===== src/rtl/mem_bus_bridge_pkg.sv =====
// Shared types and constants for the processor-to-bus memory bridge.
package mem_bus_bridge_pkg;

    localparam int unsigned ADDR_W          = 32;
    localparam int unsigned DATA_W          = 32;
    localparam int unsigned SEL_W           = 4;
    localparam int unsigned WADDR_W         = ADDR_W - 2;
    localparam int unsigned TIMEOUT_CYC_DEF = 16;

    typedef enum logic [1:0] {
        ST_IDLE = 2'd0,
        ST_BUS  = 2'd1,
        ST_DONE = 2'd2,
        ST_ERR  = 2'd3
    } state_e;

    typedef enum logic [1:0] {
        SZ_BYTE = 2'b00,
        SZ_HALF = 2'b01,
        SZ_WORD = 2'b10,
        SZ_RSVD = 2'b11
    } size_e;

    // Everything the bridge presents on the bus for one transfer.
    typedef struct packed {
        logic               we;
        logic [WADDR_W-1:0] addr;
        logic [SEL_W-1:0]   sel;
        logic [DATA_W-1:0]  wdata;
    } bus_req_t;

endpackage


===== src/rtl/mem_bus_bridge_if.sv =====
// Processor-side and bus-side signals of the bridge; slave is the bridge view.
interface mem_bus_bridge_if;
    import mem_bus_bridge_pkg::*;

    logic               Pr_Req_I;
    logic               Pr_We_I;
    logic [1:0]         Pr_Size_I;
    logic [ADDR_W-1:0]  Pr_Addr_I;
    logic [DATA_W-1:0]  Pr_WData_I;
    logic [DATA_W-1:0]  Pr_RData_O;
    logic               Pr_Ack_O;
    logic               Pr_Err_O;
    logic               Pr_Busy_O;

    logic               Bus_Cyc_O;
    logic               Bus_Stb_O;
    logic               Bus_We_O;
    logic [WADDR_W-1:0] Bus_Addr_O;
    logic [SEL_W-1:0]   Bus_Sel_O;
    logic [DATA_W-1:0]  Bus_WData_O;
    logic [DATA_W-1:0]  Bus_RData_I;
    logic               Bus_Ack_I;
    logic               Bus_Err_I;

    modport slave (
        input  Pr_Req_I, Pr_We_I, Pr_Size_I, Pr_Addr_I, Pr_WData_I,
        output Pr_RData_O, Pr_Ack_O, Pr_Err_O, Pr_Busy_O,
        output Bus_Cyc_O, Bus_Stb_O, Bus_We_O, Bus_Addr_O, Bus_Sel_O, Bus_WData_O,
        input  Bus_RData_I, Bus_Ack_I, Bus_Err_I
    );

    modport master (
        output Pr_Req_I, Pr_We_I, Pr_Size_I, Pr_Addr_I, Pr_WData_I,
        input  Pr_RData_O, Pr_Ack_O, Pr_Err_O, Pr_Busy_O,
        input  Bus_Cyc_O, Bus_Stb_O, Bus_We_O, Bus_Addr_O, Bus_Sel_O, Bus_WData_O,
        output Bus_RData_I, Bus_Ack_I, Bus_Err_I
    );

endinterface


===== src/rtl/mem_lane_sel.sv =====
// Big-endian byte-lane decode and alignment check for a sized access.
module mem_lane_sel
    import mem_bus_bridge_pkg::*;
(
    input  logic [1:0]       size,
    input  logic [1:0]       addr_lo,
    output logic [SEL_W-1:0] sel_c,
    output logic             aligned_c
);

    always_comb begin
        sel_c     = '0;
        aligned_c = 1'b0;
        case (size)
            SZ_BYTE: begin
                aligned_c = 1'b1;
                sel_c     = 4'b1000 >> addr_lo;
            end
            SZ_HALF: begin
                aligned_c = ~addr_lo[0];
                sel_c     = addr_lo[1] ? 4'b0011 : 4'b1100;
            end
            SZ_WORD: begin
                aligned_c = (addr_lo == 2'b00);
                sel_c     = 4'b1111;
            end
            default: begin
            end
        endcase
    end

endmodule


===== src/rtl/mem_bus_bridge.sv =====
// Single-outstanding processor-to-bus bridge with lane decode, bus-wait
// timeout, and one-cycle ack/error strobes back to the processor.
module mem_bus_bridge
    import mem_bus_bridge_pkg::*;
#(
    parameter int unsigned TIMEOUT_CYC = TIMEOUT_CYC_DEF
) (
    input  logic             Clk,
    input  logic             Reset,
    mem_bus_bridge_if.slave  bif
);

    localparam int unsigned      CNT_W   = $clog2(TIMEOUT_CYC + 1);
    localparam logic [CNT_W-1:0] CNT_MAX = CNT_W'(TIMEOUT_CYC - 1);

    state_e            state;
    logic [CNT_W-1:0]  wait_cnt;
    bus_req_t          bus_q;
    logic              cyc_q;
    logic [DATA_W-1:0] rdata_q;
    logic              ack_q;
    logic              err_q;
    logic              busy_q;

    logic [SEL_W-1:0]  sel_c;
    logic              aligned_c;

    mem_lane_sel u_lane_sel (
        .size      (bif.Pr_Size_I),
        .addr_lo   (bif.Pr_Addr_I[1:0]),
        .sel_c     (sel_c),
        .aligned_c (aligned_c)
    );

    // Bus request fields are only driven while the cycle is active.
    always_ff @(posedge Clk or negedge Reset) begin
        if (!Reset) begin
            state    <= ST_IDLE;
            wait_cnt <= '0;
            bus_q    <= '0;
            cyc_q    <= 1'b0;
            rdata_q  <= '0;
            ack_q    <= 1'b0;
            err_q    <= 1'b0;
            busy_q   <= 1'b0;
        end else begin
            ack_q <= 1'b0;
            err_q <= 1'b0;
            unique case (state)
                ST_IDLE: begin
                    if (bif.Pr_Req_I) begin
                        busy_q <= 1'b1;
                        if (aligned_c) begin
                            state    <= ST_BUS;
                            cyc_q    <= 1'b1;
                            wait_cnt <= '0;
                            bus_q    <= '{we:    bif.Pr_We_I,
                                          addr:  bif.Pr_Addr_I[ADDR_W-1:2],
                                          sel:   sel_c,
                                          wdata: bif.Pr_WData_I};
                        end else begin
                            state <= ST_ERR;
                        end
                    end
                end
                ST_BUS: begin
                    // Error has priority over a simultaneous acknowledge.
                    if (bif.Bus_Err_I || (!bif.Bus_Ack_I && wait_cnt == CNT_MAX)) begin
                        state <= ST_ERR;
                        cyc_q <= 1'b0;
                        bus_q <= '0;
                    end else if (bif.Bus_Ack_I) begin
                        state <= ST_DONE;
                        cyc_q <= 1'b0;
                        bus_q <= '0;
                        if (!bus_q.we) begin
                            rdata_q <= bif.Bus_RData_I;
                        end
                    end else if (wait_cnt != CNT_MAX) begin
                        wait_cnt <= wait_cnt + CNT_W'(1);
                    end
                end
                ST_DONE: begin
                    state  <= ST_IDLE;
                    ack_q  <= 1'b1;
                    busy_q <= 1'b0;
                end
                ST_ERR: begin
                    state  <= ST_IDLE;
                    err_q  <= 1'b1;
                    busy_q <= 1'b0;
                end
            endcase
        end
    end

    assign bif.Pr_RData_O  = rdata_q;
    assign bif.Pr_Ack_O    = ack_q;
    assign bif.Pr_Err_O    = err_q;
    assign bif.Pr_Busy_O   = busy_q;
    assign bif.Bus_Cyc_O   = cyc_q;
    assign bif.Bus_Stb_O   = cyc_q;
    assign bif.Bus_We_O    = bus_q.we;
    assign bif.Bus_Addr_O  = bus_q.addr;
    assign bif.Bus_Sel_O   = bus_q.sel;
    assign bif.Bus_WData_O = bus_q.wdata;

endmodule


===== src/flat_wrapper.sv =====
// flat-port wrapper written by rule: the top's interface ports become plain ports
module mem_bus_bridge_flat import mem_bus_bridge_pkg::*;
#(
    parameter int unsigned TIMEOUT_CYC = TIMEOUT_CYC_DEF
)
  (Clk, Reset, bif_Pr_Req_I, bif_Pr_We_I, bif_Pr_Size_I, bif_Pr_Addr_I, bif_Pr_WData_I, bif_Pr_RData_O, bif_Pr_Ack_O, bif_Pr_Err_O, bif_Pr_Busy_O, bif_Bus_Cyc_O, bif_Bus_Stb_O, bif_Bus_We_O, bif_Bus_Addr_O, bif_Bus_Sel_O, bif_Bus_WData_O, bif_Bus_RData_I, bif_Bus_Ack_I, bif_Bus_Err_I);
  mem_bus_bridge_if bif_i ();
  input  logic Clk;
  input  logic Reset;
  input wire logic [$bits(bif_i.Pr_Req_I)-1:0] bif_Pr_Req_I;
  input wire logic [$bits(bif_i.Pr_We_I)-1:0] bif_Pr_We_I;
  input wire logic [$bits(bif_i.Pr_Size_I)-1:0] bif_Pr_Size_I;
  input wire logic [$bits(bif_i.Pr_Addr_I)-1:0] bif_Pr_Addr_I;
  input wire logic [$bits(bif_i.Pr_WData_I)-1:0] bif_Pr_WData_I;
  output wire logic [$bits(bif_i.Pr_RData_O)-1:0] bif_Pr_RData_O;
  output wire logic [$bits(bif_i.Pr_Ack_O)-1:0] bif_Pr_Ack_O;
  output wire logic [$bits(bif_i.Pr_Err_O)-1:0] bif_Pr_Err_O;
  output wire logic [$bits(bif_i.Pr_Busy_O)-1:0] bif_Pr_Busy_O;
  output wire logic [$bits(bif_i.Bus_Cyc_O)-1:0] bif_Bus_Cyc_O;
  output wire logic [$bits(bif_i.Bus_Stb_O)-1:0] bif_Bus_Stb_O;
  output wire logic [$bits(bif_i.Bus_We_O)-1:0] bif_Bus_We_O;
  output wire logic [$bits(bif_i.Bus_Addr_O)-1:0] bif_Bus_Addr_O;
  output wire logic [$bits(bif_i.Bus_Sel_O)-1:0] bif_Bus_Sel_O;
  output wire logic [$bits(bif_i.Bus_WData_O)-1:0] bif_Bus_WData_O;
  input wire logic [$bits(bif_i.Bus_RData_I)-1:0] bif_Bus_RData_I;
  input wire logic [$bits(bif_i.Bus_Ack_I)-1:0] bif_Bus_Ack_I;
  input wire logic [$bits(bif_i.Bus_Err_I)-1:0] bif_Bus_Err_I;
  assign bif_i.Pr_Req_I = bif_Pr_Req_I;
  assign bif_i.Pr_We_I = bif_Pr_We_I;
  assign bif_i.Pr_Size_I = bif_Pr_Size_I;
  assign bif_i.Pr_Addr_I = bif_Pr_Addr_I;
  assign bif_i.Pr_WData_I = bif_Pr_WData_I;
  assign bif_Pr_RData_O = bif_i.Pr_RData_O;
  assign bif_Pr_Ack_O = bif_i.Pr_Ack_O;
  assign bif_Pr_Err_O = bif_i.Pr_Err_O;
  assign bif_Pr_Busy_O = bif_i.Pr_Busy_O;
  assign bif_Bus_Cyc_O = bif_i.Bus_Cyc_O;
  assign bif_Bus_Stb_O = bif_i.Bus_Stb_O;
  assign bif_Bus_We_O = bif_i.Bus_We_O;
  assign bif_Bus_Addr_O = bif_i.Bus_Addr_O;
  assign bif_Bus_Sel_O = bif_i.Bus_Sel_O;
  assign bif_Bus_WData_O = bif_i.Bus_WData_O;
  assign bif_i.Bus_RData_I = bif_Bus_RData_I;
  assign bif_i.Bus_Ack_I = bif_Bus_Ack_I;
  assign bif_i.Bus_Err_I = bif_Bus_Err_I;
  mem_bus_bridge #(.TIMEOUT_CYC(TIMEOUT_CYC)) u_core (.Clk(Clk), .Reset(Reset), .bif(bif_i));
endmodule

===== config.mk =====
export PLATFORM = sky130hd
export DESIGN_NAME = mem_bus_bridge_flat
export DESIGN_NICKNAME = d
export VERILOG_FILES = /design/src/rtl/mem_bus_bridge_pkg.sv /design/src/rtl/mem_bus_bridge_if.sv /design/src/rtl/mem_lane_sel.sv /design/src/rtl/mem_bus_bridge.sv /design/src/flat_wrapper.sv
export SDC_FILE = /design/constraint.sdc
export NUM_CORES = 1
export LEC_CHECK = 0
export CORE_MARGIN = 2
export CORE_UTILIZATION = 25
export CTS_CLUSTER_SIZE = 16
export DETAILED_ROUTE_END_ITERATION = 10
export GPL_TIMING_DRIVEN = 0
export HOLD_SLACK_MARGIN = 0.02
export MAX_ROUTING_LAYER = met4
export SLEW_MARGIN = 40
export SYNTH_ARGS = -nofsm -noshare
export SYNTH_HDL_FRONTEND = slang
export SYNTH_HIERARCHICAL = 1
export SYNTH_SLANG_ARGS = --single-unit

===== constraint.sdc =====
create_clock -name Clk -period 2.2 [get_ports Clk]
set_input_delay 0.44 -clock Clk [delete_from_list [all_inputs] [get_ports Clk]]
set_output_delay 0.44 -clock Clk [all_outputs]
set_load 0.02 [all_outputs]

==> flow_summary.yaml <==
setup_path:
  worstSetupPathType: "register to register"
  arrival_ns: 2.36
  path_max_fanout: 5
  reg2reg_to: "u_core/wait_cnt[4]$_DFFE_PN0P_"
  end_kind: "register"
  rr_startpoint: "u_core/wait_cnt[0]$_DFFE_PN0P_"
  r2r_slack_ns: 0.07
  r2r_cells: 6
  worstPathRequired_ns: 2.43
  startpoint_type: "register"
timing:
  slew_headroom_pct: 70.04
  setup_violations: 0
  fin_crit_sh_pct: 96.73
  hold_viol: 0
  rsz0062_at_grt: "no"
  clock.fmax_mhz: 469.9
  timing.final.crit_period_ns: 2.128
  worst_slew_pin_slew_ns: 0.4494
  drv_slew: 0
  fin_skew_ns: 0.009735
cts:
  clock_latency_ns: 0.35
  clkSinkCount: 110
  clockRootBuffer: "clkbuf_16"
  cts_max_level: 3
  cts.clk_slew.worst_paths_ns: 0.07
  numCtsBuffers: 9
  tritoncts: "done"
  clock_path_buffers: 2
drt:
  dr_total_vias: 3655
  wl_per_cell_um: 14.24
  drc_errors: 0
  drt-initial-drc-count: 90
  wirelength_mm: 12.52
  dr.pass1.iters: 4
  antenna_left: 0
  via_per_inst: 4.158
worst_hold_path:
  worstHoldPathCells: 1
  hold_path_end: "u_core/bif.Pr_RData_O[17]$_DFFE_PN0P_"
  hold_path.class: "register to register"
  min_from: "u_core/bif.Pr_RData_O[17]$_DFFE_PN0P_"
run:
  drv_cap: 0
synthesis:
  synth_cell_type_count: 33
  syn_nets: 520
  yosys_warnings: 6
  synth-edff-count: 0
  synth_area_um2: 4752
  netlist_top_cells_area: "dfrtp_1 58%, mux2i_1 14%, mux2_2 7.6%, inv_1 5.8%, nand2_1 5.4%"
  synth.largest_area_cell: "dfrtp_1"
  async_flop_share_pct: 100.0
  syn_area_per_cell_um2: 11.48
  yosys_register_bits: 110
  syn-instance-count: 414
  yosysTopAreaCellShare_pct: 57.93
  synthFlopType: "dfrtp_1"
  synth_seq_area_share_pct: 57.93
final_layout:
  final_nets: 745
  final_area_um2: 7532
  synthToLayoutAreaGrowth_pct: 58.50
  fin_util_pct: 40.27
  final_cell_mix: "206 x clkdlybuf4s50_1, 110 x dfrtp_1, 74 x inv_1, 68 x nand2_1, 67 x mux2i_1"
  drive_above_1_share_pct: 11.65
  final_common_cell: "clkdlybuf4s50_1"
floorplanning:
  fp.dieH_um: 141.9
  ios: 208
  row_count: 50
  core_um2: 18710
  die-area_um2: 20130
  dieWidth_um: 141.9
  start_util_pct: 25.40
power:
  p_leak_nw: 3.439
  power_mw: 11.13
  power_density_nw_per_um2: 1478
  peakVddDrop_mv: 0.5645
place:
  dp_hpwl_mm: 9.350
  post_dp_cell_area_um2: 7149
  gp_congestion: 0.7490
  portBuffers: 207
global_routing:
  grt_overflow_total: 0
  grt_pass1_wl_mm: 20.11
  antenna_found_initial: 1
  grt_max_degree: 60
  grt_pass1_vias: 3934
  grt.total_usage_pct: 13.00
outcome:
  status: "complete, no violations"
## worst max-delay path by stage
stage	startpoint	to	slack, ns	cells past startpoint
after floorplan	u_core/wait_cnt[0]$_DFFE_PN0P_	u_core/wait_cnt[4]$_DFFE_PN0P_	0.22	6
after global placement	Reset	u_core/bif.Bus_WData_O[16]$_DFFE_PN0P_	-3.59	1
after detailed placement	bif_Pr_Addr_I[1]	u_core/bif.Bus_Addr_O[23]$_DFFE_PN0P_	-0.68	8
after CTS	u_core/wait_cnt[0]$_DFFE_PN0P_	u_core/bif.Bus_Addr_O[13]$_DFFE_PN0P_	0.007	8
after global routing	u_core/wait_cnt[0]$_DFFE_PN0P_	u_core/wait_cnt[4]$_DFFE_PN0P_	0.004	6
final	u_core/wait_cnt[0]$_DFFE_PN0P_	u_core/wait_cnt[4]$_DFFE_PN0P_	0.07	6
## state kept, by name (all words and copies together), names as in the netlist
signal / count
u_core/bif.Bus_WData_O: 32
u_core/bif.Pr_Err_O: 1
u_core/wait_cnt: 5
u_core/bif.Pr_Busy_O: 1
u_core/bif.Pr_Ack_O: 1
u_core/bif.Bus_Addr_O: 30
u_core/state: 2
u_core/bif.Bus_We_O: 1
u_core/bif.Bus_Sel_O: 4
u_core/bif.Pr_RData_O: 32
u_core/bif.Bus_Cyc_O: 1
## critical path, stage by stage, from the launching register on
cell     delay, ns
dfrtp_1       0.41
ha_2          0.21
and3_1        0.20
ha_1          0.21
nor3_4        0.31
a32o_1        0.31
mux2_2        0.36
## synthesized netlist by cell type, drive strengths merged, types with 2 or more instances
cell and instances:
nor2 6, mux2i 68, clkbuf 7, a211oi 3
o21a 2, o21ai 3, inv 74, dfrtp 110
o31ai 2, ha 2, a31oi 4, buf 14
and3 2, nand2 68, nor2b 3, nand2b 4
mux2 33, a21oi 2
## where the power goes
part           internal [mW]  total (mW)  switching (mW)
Sequential              3.00        3.52           0.519
Clock                  0.923        1.66           0.740
Combinational           2.92        5.95            3.02
Total                   6.85        11.1            4.28
## area by class of cell
class,instances,area [um^2]
Antenna cell,1,2.502
Fill cell,1789,11170
Timing Repair Buffer,214,2152
Sequential cell,110,2753
Buffer,21,142.6
Clock inverter,4,55.05
Tap cell,234,292.8
Clock buffer,12,246.5
Inverter,74,277.8
Multi-Input combinational cell,209,1610
## through the flow
| stage | setup WS [ns] | cells | hold slack, ns | setup TNS [ns] |
|---|---|---|---|---|
| detailed placement | -0.6817 | 856 | 0.3776 | -37.70 |
| global placement | -3.587 | 855 | 0.4581 | -428.34 |
| finish | 0.07193 | 879 | 0.5074 | 0 |
| global route | 0.003538 | 879 | 0.5273 | 0 |
| floorplan | 0.2229 | 414 | 0.1444 | 0 |
| CTS | 0.006990 | 874 | 0.5083 | 0 |
## kinds of logic after synthesis
logic type	Yosys count	synth area share, %
AO/OA/AOI/OAI	20	3.080
adder cells (fa/ha/maj)	2	0.5265
buffers and inverters	95	8.610
flip-flops	110	57.93
multiplexers	101	22.14
AND/OR/NAND/NOR	86	7.714
## per-layer routing
layer	up-vias	global-route usage (%)	share of wire [%]
li1	1759	-	-
met1	1746	16.45	45
met2	139	21.10	47
met3	11	2.430	5.8
met4	0	4.316	1.4
met5	-	-	0
## what timing repair did
action	4_1_cts	5_1_grt
hold buffers	1	0
cloned	0	0
hold endpoints to repair	34	0
buffers inserted	1	4
endpoints found under the setup margin	68	59
resized for setup	3	8
pin swaps	2	1
No activity file was read; power rests on OpenSTA's default activity.
